<file path="src/rtl/fft_pkg.sv">
// Shared widths and the range-limit helper for the FFT complex multiplier.
// Saturating versus wrapping output is chosen with the CMUL_SAT_EN macro (see cmul_round_sat).
package fft_pkg;

    localparam int CMUL_DATA_W = 16;
    localparam int CMUL_TW_W   = 16;
    localparam int CMUL_OUT_W  = 16;
    localparam int CMUL_FRAC_W = 15;

    // Wide enough for any rounded sum this multiplier can produce.
    localparam int LIM_W = 64;

    typedef struct packed {
        logic [LIM_W-1:0] val;
        logic             ovf;
    } sat_res_t;

    function automatic int cmul_prod_w(input int data_w, input int tw_w);
        return data_w + tw_w;
    endfunction

    function automatic int cmul_sum_w(input int data_w, input int tw_w);
        return data_w + tw_w + 2;
    endfunction

    // Clamp a signed value into out_w bits and report whether it was out of range.
    function automatic sat_res_t sat_limit(input logic signed [LIM_W-1:0] value, input int out_w);
        sat_res_t                res;
        logic signed [LIM_W-1:0] hi;
        logic signed [LIM_W-1:0] lo;
        hi      = (LIM_W'(1) <<< (out_w - 1)) - LIM_W'(1);
        lo      = -(LIM_W'(1) <<< (out_w - 1));
        res.val = value;
        res.ovf = 1'b0;
        if (value > hi) begin
            res.val = hi;
            res.ovf = 1'b1;
        end else if (value < lo) begin
            res.val = lo;
            res.ovf = 1'b1;
        end
        return res;
    endfunction

endpackage

</file>
<file path="src/rtl/cmul_round_sat.sv">
// Round-half-up then range-limit one component of the complex product.
// CMUL_SAT_EN defined: clamp out-of-range results; undefined: keep the low OUT_W bits.
module cmul_round_sat
    import fft_pkg::*;
#(
    parameter int IN_W   = 34,
    parameter int OUT_W  = 16,
    parameter int FRAC_W = 15
) (
    input  logic signed [IN_W-1:0]  din,
    output logic signed [OUT_W-1:0] dout,
    output logic                    ovf
);

    logic signed [LIM_W-1:0] din_ext;
    logic signed [LIM_W-1:0] rnd;
    sat_res_t                lim;

    assign din_ext = LIM_W'(din);
    assign rnd     = (din_ext + (LIM_W'(1) <<< (FRAC_W - 1))) >>> FRAC_W;
    assign lim     = sat_limit(rnd, OUT_W);
    assign ovf     = lim.ovf;

`ifdef CMUL_SAT_EN
    assign dout = lim.val[OUT_W-1:0];
`else
    assign dout = rnd[OUT_W-1:0];
`endif

endmodule

</file>
<file path="src/rtl/cmplx_mul_pipe.sv">
// Three-stage signed complex multiplier P = A*B or A*conj(B) with valid/ready backpressure.
// Output limiting mode is selected by CMUL_SAT_EN inside cmul_round_sat.
module cmplx_mul_pipe
    import fft_pkg::*;
#(
    parameter int DATA_W = CMUL_DATA_W,
    parameter int TW_W   = CMUL_TW_W,
    parameter int OUT_W  = CMUL_OUT_W,
    parameter int FRAC_W = CMUL_FRAC_W
) (
    input  logic                     clk,
    input  logic                     rst_n,
    input  logic                     in_valid,
    output logic                     in_ready,
    input  logic signed [DATA_W-1:0] a_re,
    input  logic signed [DATA_W-1:0] a_im,
    input  logic signed [TW_W-1:0]   b_re,
    input  logic signed [TW_W-1:0]   b_im,
    input  logic                     conj,
    output logic                     out_valid,
    input  logic                     out_ready,
    output logic signed [OUT_W-1:0]  p_re,
    output logic signed [OUT_W-1:0]  p_im,
    output logic                     p_ovf
);

    localparam int PROD_W = cmul_prod_w(DATA_W, TW_W);
    localparam int SUM_W  = cmul_sum_w(DATA_W, TW_W);
    localparam int BIM_W  = TW_W + 1;

    logic advance;

    logic                     s1_valid_q, s1_valid_d;
    logic signed [DATA_W-1:0] s1_ar_q, s1_ar_d, s1_ai_q, s1_ai_d;
    logic signed [TW_W-1:0]   s1_br_q, s1_br_d;
    logic signed [BIM_W-1:0]  s1_bi_q, s1_bi_d;

    logic                     s2_valid_q, s2_valid_d;
    logic signed [PROD_W-1:0] s2_rr_q, s2_rr_d, s2_ii_q, s2_ii_d;
    logic signed [PROD_W-1:0] s2_ri_q, s2_ri_d, s2_ir_q, s2_ir_d;

    logic                     out_valid_q, out_valid_d;
    logic signed [OUT_W-1:0]  p_re_q, p_re_d, p_im_q, p_im_d;
    logic                     p_ovf_q, p_ovf_d;

    logic signed [SUM_W-1:0]  sum   [2];
    logic signed [OUT_W-1:0]  lim   [2];
    logic                     ovf   [2];

    assign advance  = !out_valid_q || out_ready;
    assign in_ready = advance;

    assign sum[0] = SUM_W'(s2_rr_q) - SUM_W'(s2_ii_q);
    assign sum[1] = SUM_W'(s2_ri_q) + SUM_W'(s2_ir_q);

    generate
        for (genvar gi = 0; gi < 2; gi++) begin : g_round
            cmul_round_sat #(
                .IN_W   (SUM_W),
                .OUT_W  (OUT_W),
                .FRAC_W (FRAC_W)
            ) u_round_sat (
                .din  (sum[gi]),
                .dout (lim[gi]),
                .ovf  (ovf[gi])
            );
        end
    endgenerate

    always_comb begin
        s1_valid_d  = s1_valid_q;
        s1_ar_d     = s1_ar_q;
        s1_ai_d     = s1_ai_q;
        s1_br_d     = s1_br_q;
        s1_bi_d     = s1_bi_q;
        s2_valid_d  = s2_valid_q;
        s2_rr_d     = s2_rr_q;
        s2_ii_d     = s2_ii_q;
        s2_ri_d     = s2_ri_q;
        s2_ir_d     = s2_ir_q;
        out_valid_d = out_valid_q;
        p_re_d      = p_re_q;
        p_im_d      = p_im_q;
        p_ovf_d     = p_ovf_q;
        if (advance) begin
            s1_valid_d  = in_valid;
            s1_ar_d     = a_re;
            s1_ai_d     = a_im;
            s1_br_d     = b_re;
            // conj is folded in here; one extra bit keeps -(-2^(TW_W-1)) from wrapping.
            s1_bi_d     = conj ? -BIM_W'(b_im) : BIM_W'(b_im);
            s2_valid_d  = s1_valid_q;
            s2_rr_d     = PROD_W'(s1_ar_q) * PROD_W'(s1_br_q);
            s2_ii_d     = PROD_W'(s1_ai_q) * PROD_W'(s1_bi_q);
            s2_ri_d     = PROD_W'(s1_ar_q) * PROD_W'(s1_bi_q);
            s2_ir_d     = PROD_W'(s1_ai_q) * PROD_W'(s1_br_q);
            out_valid_d = s2_valid_q;
            p_re_d      = lim[0];
            p_im_d      = lim[1];
            p_ovf_d     = ovf[0] | ovf[1];
        end
    end

    always_ff @(posedge clk or negedge rst_n) begin
        if (!rst_n) begin
            s1_valid_q  <= 1'b0;
            s1_ar_q     <= '0;
            s1_ai_q     <= '0;
            s1_br_q     <= '0;
            s1_bi_q     <= '0;
            s2_valid_q  <= 1'b0;
            s2_rr_q     <= '0;
            s2_ii_q     <= '0;
            s2_ri_q     <= '0;
            s2_ir_q     <= '0;
            out_valid_q <= 1'b0;
            p_re_q      <= '0;
            p_im_q      <= '0;
            p_ovf_q     <= 1'b0;
        end else begin
            s1_valid_q  <= s1_valid_d;
            s1_ar_q     <= s1_ar_d;
            s1_ai_q     <= s1_ai_d;
            s1_br_q     <= s1_br_d;
            s1_bi_q     <= s1_bi_d;
            s2_valid_q  <= s2_valid_d;
            s2_rr_q     <= s2_rr_d;
            s2_ii_q     <= s2_ii_d;
            s2_ri_q     <= s2_ri_d;
            s2_ir_q     <= s2_ir_d;
            out_valid_q <= out_valid_d;
            p_re_q      <= p_re_d;
            p_im_q      <= p_im_d;
            p_ovf_q     <= p_ovf_d;
        end
    end

    assign out_valid = out_valid_q;
    assign p_re      = p_re_q;
    assign p_im      = p_im_q;
    assign p_ovf     = p_ovf_q;

endmodule
</file>
<file path="config.mk">
export PLATFORM = sky130hd
export DESIGN_NAME = cmplx_mul_pipe
export DESIGN_NICKNAME = d
export VERILOG_FILES = /design/src/rtl/fft_pkg.sv /design/src/rtl/cmul_round_sat.sv /design/src/rtl/cmplx_mul_pipe.sv
export SDC_FILE = /design/constraint.sdc
export NUM_CORES = 2
export LEC_CHECK = 0
export CORE_ASPECT_RATIO = 0.7
export CORE_UTILIZATION = 55
export DETAILED_ROUTE_END_ITERATION = 16
export GPL_ROUTABILITY_DRIVEN = 1
export PLACE_DENSITY_LB_ADDON = 0.1
export SLEW_MARGIN = 20
export SYNTH_ARGS = -nofsm -noshare
export SYNTH_HDL_FRONTEND = slang
export SYNTH_HIERARCHICAL = 1
export SYNTH_SLANG_ARGS = --single-unit
export TNS_END_PERCENT = 100
</file>
<file path="constraint.sdc">
create_clock -name clk -period 9.92 [get_ports clk]
set_clock_uncertainty 0.15 [all_clocks]
set_input_delay 2.48 -clock clk [delete_from_list [all_inputs] [get_ports clk]]
set_output_delay 2.48 -clock clk [all_outputs]
set_load 0.02 [all_outputs]
</file>
# == Yosys cells after proc, flatten, opt, wreduce, memory -nomap -nowiden ==
# Index checks and enable logic that the tools add are counted.
# Widths: inputs -> output; s select.
# totals
reg_bits,229
input_bits,69
wordCells,35
# op_classes
n_addsub,5
mul,4
order_cmp,4
mux,5
n_bitwise,1
n_reduce_logical,2
# op_table
operator,count
$add 33x16->34 const B,2
$mul 16x16->32,2
$mul 16x17->32,2
$gt 19x16->1 const B,2
$lt 19x16->1 const B,2
$add 32x32->33,1
$sub 32x32->33,1
$mux 17,1
$neg 16->17,1
$mux 1,4
$logic_not 1->1,1
$logic_or 1x1->1,1
$or 1x1->1,1

# == Depth between registers and ports, before layout ==
# logic_depth
depth_word,6
mapped_depth,26
depth_no_buf,25

# == By module ==
# Netlist, hierarchy kept.
# modules_own_cells
mod,instances,cells_per_inst,area_per_inst_um2,seq_area_each_um2
cmplx_mul_pipe,1,5761,51448.1,5730.5
cmul_round_sat,2,59,411.6,0.0

# == Worst setup path before layout ==
# OpenSTA, ideal clock, no wires.
# synth_timing
path_kind,reg-to-reg
from,register s1_bi_q[16]
to,register s2_ri_q[31]
setup_ps,137
arrival_time_ps,6403
required_time_ps,9633
setup_slack_ps,3230
stages_incl_launch_ff,24
n_path_buf,2
synth_period_minus_slack_ps,6690
cell_sequence,dfrtp_1 clkbuf_1 clkbuf_1 nand2_1 inv_1 fa_1 inv_1 fa_1 inv_1 fa_1 fa_1 fa_1 inv_1 fa_1 inv_1 ha_1 and3_1 a311o_1 a41oi_2 o21ai_1 or4_1 a31oi_1 xnor2_1 a21oi_1
# synth_between
elab_chain_cells,1
# synth_lines
item,line_no,text
from (decl),cmplx_mul_pipe.sv:36,"logic signed [BIM_W-1:0] s1_bi_q, s1_bi_d;"
from (signal assigned),cmplx_mul_pipe.sv:125,s1_bi_q <= s1_bi_d;
$mul 16x17->32,cmplx_mul_pipe.sv:95,s2_ri_d = PROD_W'(s1_ar_q) * PROD_W'(s1_bi_q);
to (signal assigned),cmplx_mul_pipe.sv:129,s2_ri_q <= s2_ri_d;
to (decl),cmplx_mul_pipe.sv:40,"logic signed [PROD_W-1:0] s2_ri_q, s2_ri_d, s2_ir_q, s2_ir_d;"
# No other way between the ends.
# A chain may end at the register's enable or synchronous reset.

# == Worst setup path in the final report ==
# layout_timing
from,register s1_ar_q[7]
to,register s2_ri_q[30]
# layout_between
elab_chain_cells,1
# layout_lines
item,line_no,text
from (decl),cmplx_mul_pipe.sv:34,"logic signed [DATA_W-1:0] s1_ar_q, s1_ar_d, s1_ai_q, s1_ai_d;"
from (signal assigned),cmplx_mul_pipe.sv:122,s1_ar_q <= s1_ar_d;
$mul 16x17->32,cmplx_mul_pipe.sv:95,
# No other way between the ends.

==> reports/qor.csv <==
metric,value,unit
crit_type,register to register,
relSlewSlack,0.277,
endpoint_kind,register,
area_delta_synth_final,6.07,%
grt_first_pass_wirelength,231000,um
status,"complete, but fails checks",
final_hold_viol_count,0,
cp-start-kind,register,
htree_num_levels,1,
drv_slew,0,
ant_nets,0,
syn_inst,5821,
globalRouteOverflowTotal,0,
syn_area,51900,um2
final_core_util,0.594,
grt_max_degree,129,
grt_usage,0.316,
setup-violations-final,0,
final_nets,7299,
cts_sinks,229,
drc_errors,12,
postCtsResizedCells,0,
die_x,369,um
crit_fanout,18,
cts_buffers,29,
post-route-period-util,0.777,
place_congestion,0.944,
drt_iter0_markers,3068,
cts_tree,built,
vias,38100,
max_freq,130,MHz
violations,design-rule violations,
io_buffer_count,103,
clock_latency,0.64,ns
die-area,95600,um2
worstPathRequired,10.32,ns
ctsRootBufferMaster,clkbuf_16,
drive_gt1_frac,0.0271,
row_count,93,
firstDrtPassIters,14,
worstPathArrival,8.10,ns
grt_pass1_vias,38800,
ctsHoldBuffers,0,
pin_count,104,
yosys_warnings,6,
clock_path_buffers,3,
vias_per_cell,5.42,
start_util,0.560,
postRouteWirelength,145000,um
rsz0062_at_grt,no,
finalCriticalPeriod,7.71,ns
chipHeight,259,um
cts_setup_buffers,0,
antenna_found_initial,3,
syn_area_per_cell,8.92,um2
core_area,92700,um2
worst_pin_slew,1.08,ns
post_drt_wl_per_cell,20.6,um
dp.final_hpwl,113000,um
max-cap-violations,0,
cts.clk_slew.worst_paths,0.07,ns
synth_nets,7351,
hold_path.class,register to register,
final.setup.tns,0,ns
[worst max-delay path, cell delays in order (launching register included)]
cell,delay [ns]
dfrtp_1,1.04
buf_4,0.45
nand2_1,0.13
fa_1,0.56
inv_1,0.05
fa_1,0.48
fa_1,0.57
fa_1,0.45
fa_1,0.49
inv_1,0.05
fa_1,0.47
inv_1,0.04
ha_1,0.37
and3_1,0.27
o21ai_0,0.10
o21ai_0,0.16
a31oi_1,0.12
o21ai_0,0.52
nand2_1,0.17
a31oi_1,0.37
o211ai_1,0.18
and3_1,0.21
o31ai_1,0.19
[sequential cells by signal (all words and copies together) (netlist names), 16 cells and up]
name / flops
s1_ar_q: 16
s2_ir_q: 32
p_re: 16
s2_rr_q: 32
s1_bi_q: 17
s1_ai_q: 16
s2_ii_q: 32
p_im: 16
s1_br_q: 16
s2_ri_q: 32
[final timing paths]
path | startpoint | to | slack [ns] | cells past startpoint
setup / recovery | s1_ar_q[7] | s2_ri_q[30] | 2.21 | 22
hold / removal | s2_valid_q | s2_valid_q | 0.31 | 2
setup reg to reg | s1_ar_q[7] | s2_ri_q[30] | 2.21 | 22
hold reg to reg | s2_valid_q | s2_valid_q | 0.31 | 2
max in group asynchronous | rst_n | s1_bi_q[11] | 6.48 | 2
min in group asynchronous | rst_n | p_im[3] | 1.72 | 1
[cells in the final DEF (no fill, tap or decap), types with 29 or more instances in the layout]
master / n
nand2b_1: 43
ha_1: 395
buf_4: 71
nand2_1: 944
dfrtp_1: 227
a21oi_1: 148
and2_1: 489
clkdlybuf4s50_1: 102
xor2_1: 87
a211oi_1: 31
fa_1: 1066
xnor2_1: 131
clkbuf_16: 29
inv_1: 1240
a21o_1: 64
nand3_1: 43
o21ai_0: 162
nor2_1: 179
[through the flow]
stage / cells / area (um2) / setup WS, ns / hold slack [ns]
CTS: 7024 / 55000 / 2.34 / 0.310
global placement: 6973 / 54100 / 2.39 / 0.295
finish: 7026 / 55100 / 2.21 / 0.308
floorplan: 5821 / 51900 / 3.23 / 0.280
global route: 7024 / 55000 / 1.93 / 0.344
detailed placement: 6973 / 54100 / 2.36 / 0.297
[cell type report]
cell class	count	area, um2
Antenna cell	2	5.00
Clock buffer	39	833
Clock inverter	12	131
Fill cell	8233	37700
Inverter	1241	4670
Multi-Input combinational cell	4093	40500
Sequential cell	229	5730
Tap cell	1235	1550
Timing Repair Buffer	175	1590
[layer usage]
| metal | global-route usage | part of all wire | up-vias |
|---|---|---|---|
| met2 | 0.455 | 0.42 | 1465 |
| met5 | 0 | 0.000090 | - |
| li1 | - | - | 17300 |
| met3 | 0.0656 | 0.097 | 134 |
| met4 | 0.0559 | 0.019 | 2 |
| met1 | 0.495 | 0.46 | 19200 |
Power is left out: the tool's default activity adds up to more than one toggle a clock period on the data nets, which glitch-free logic cannot reach.
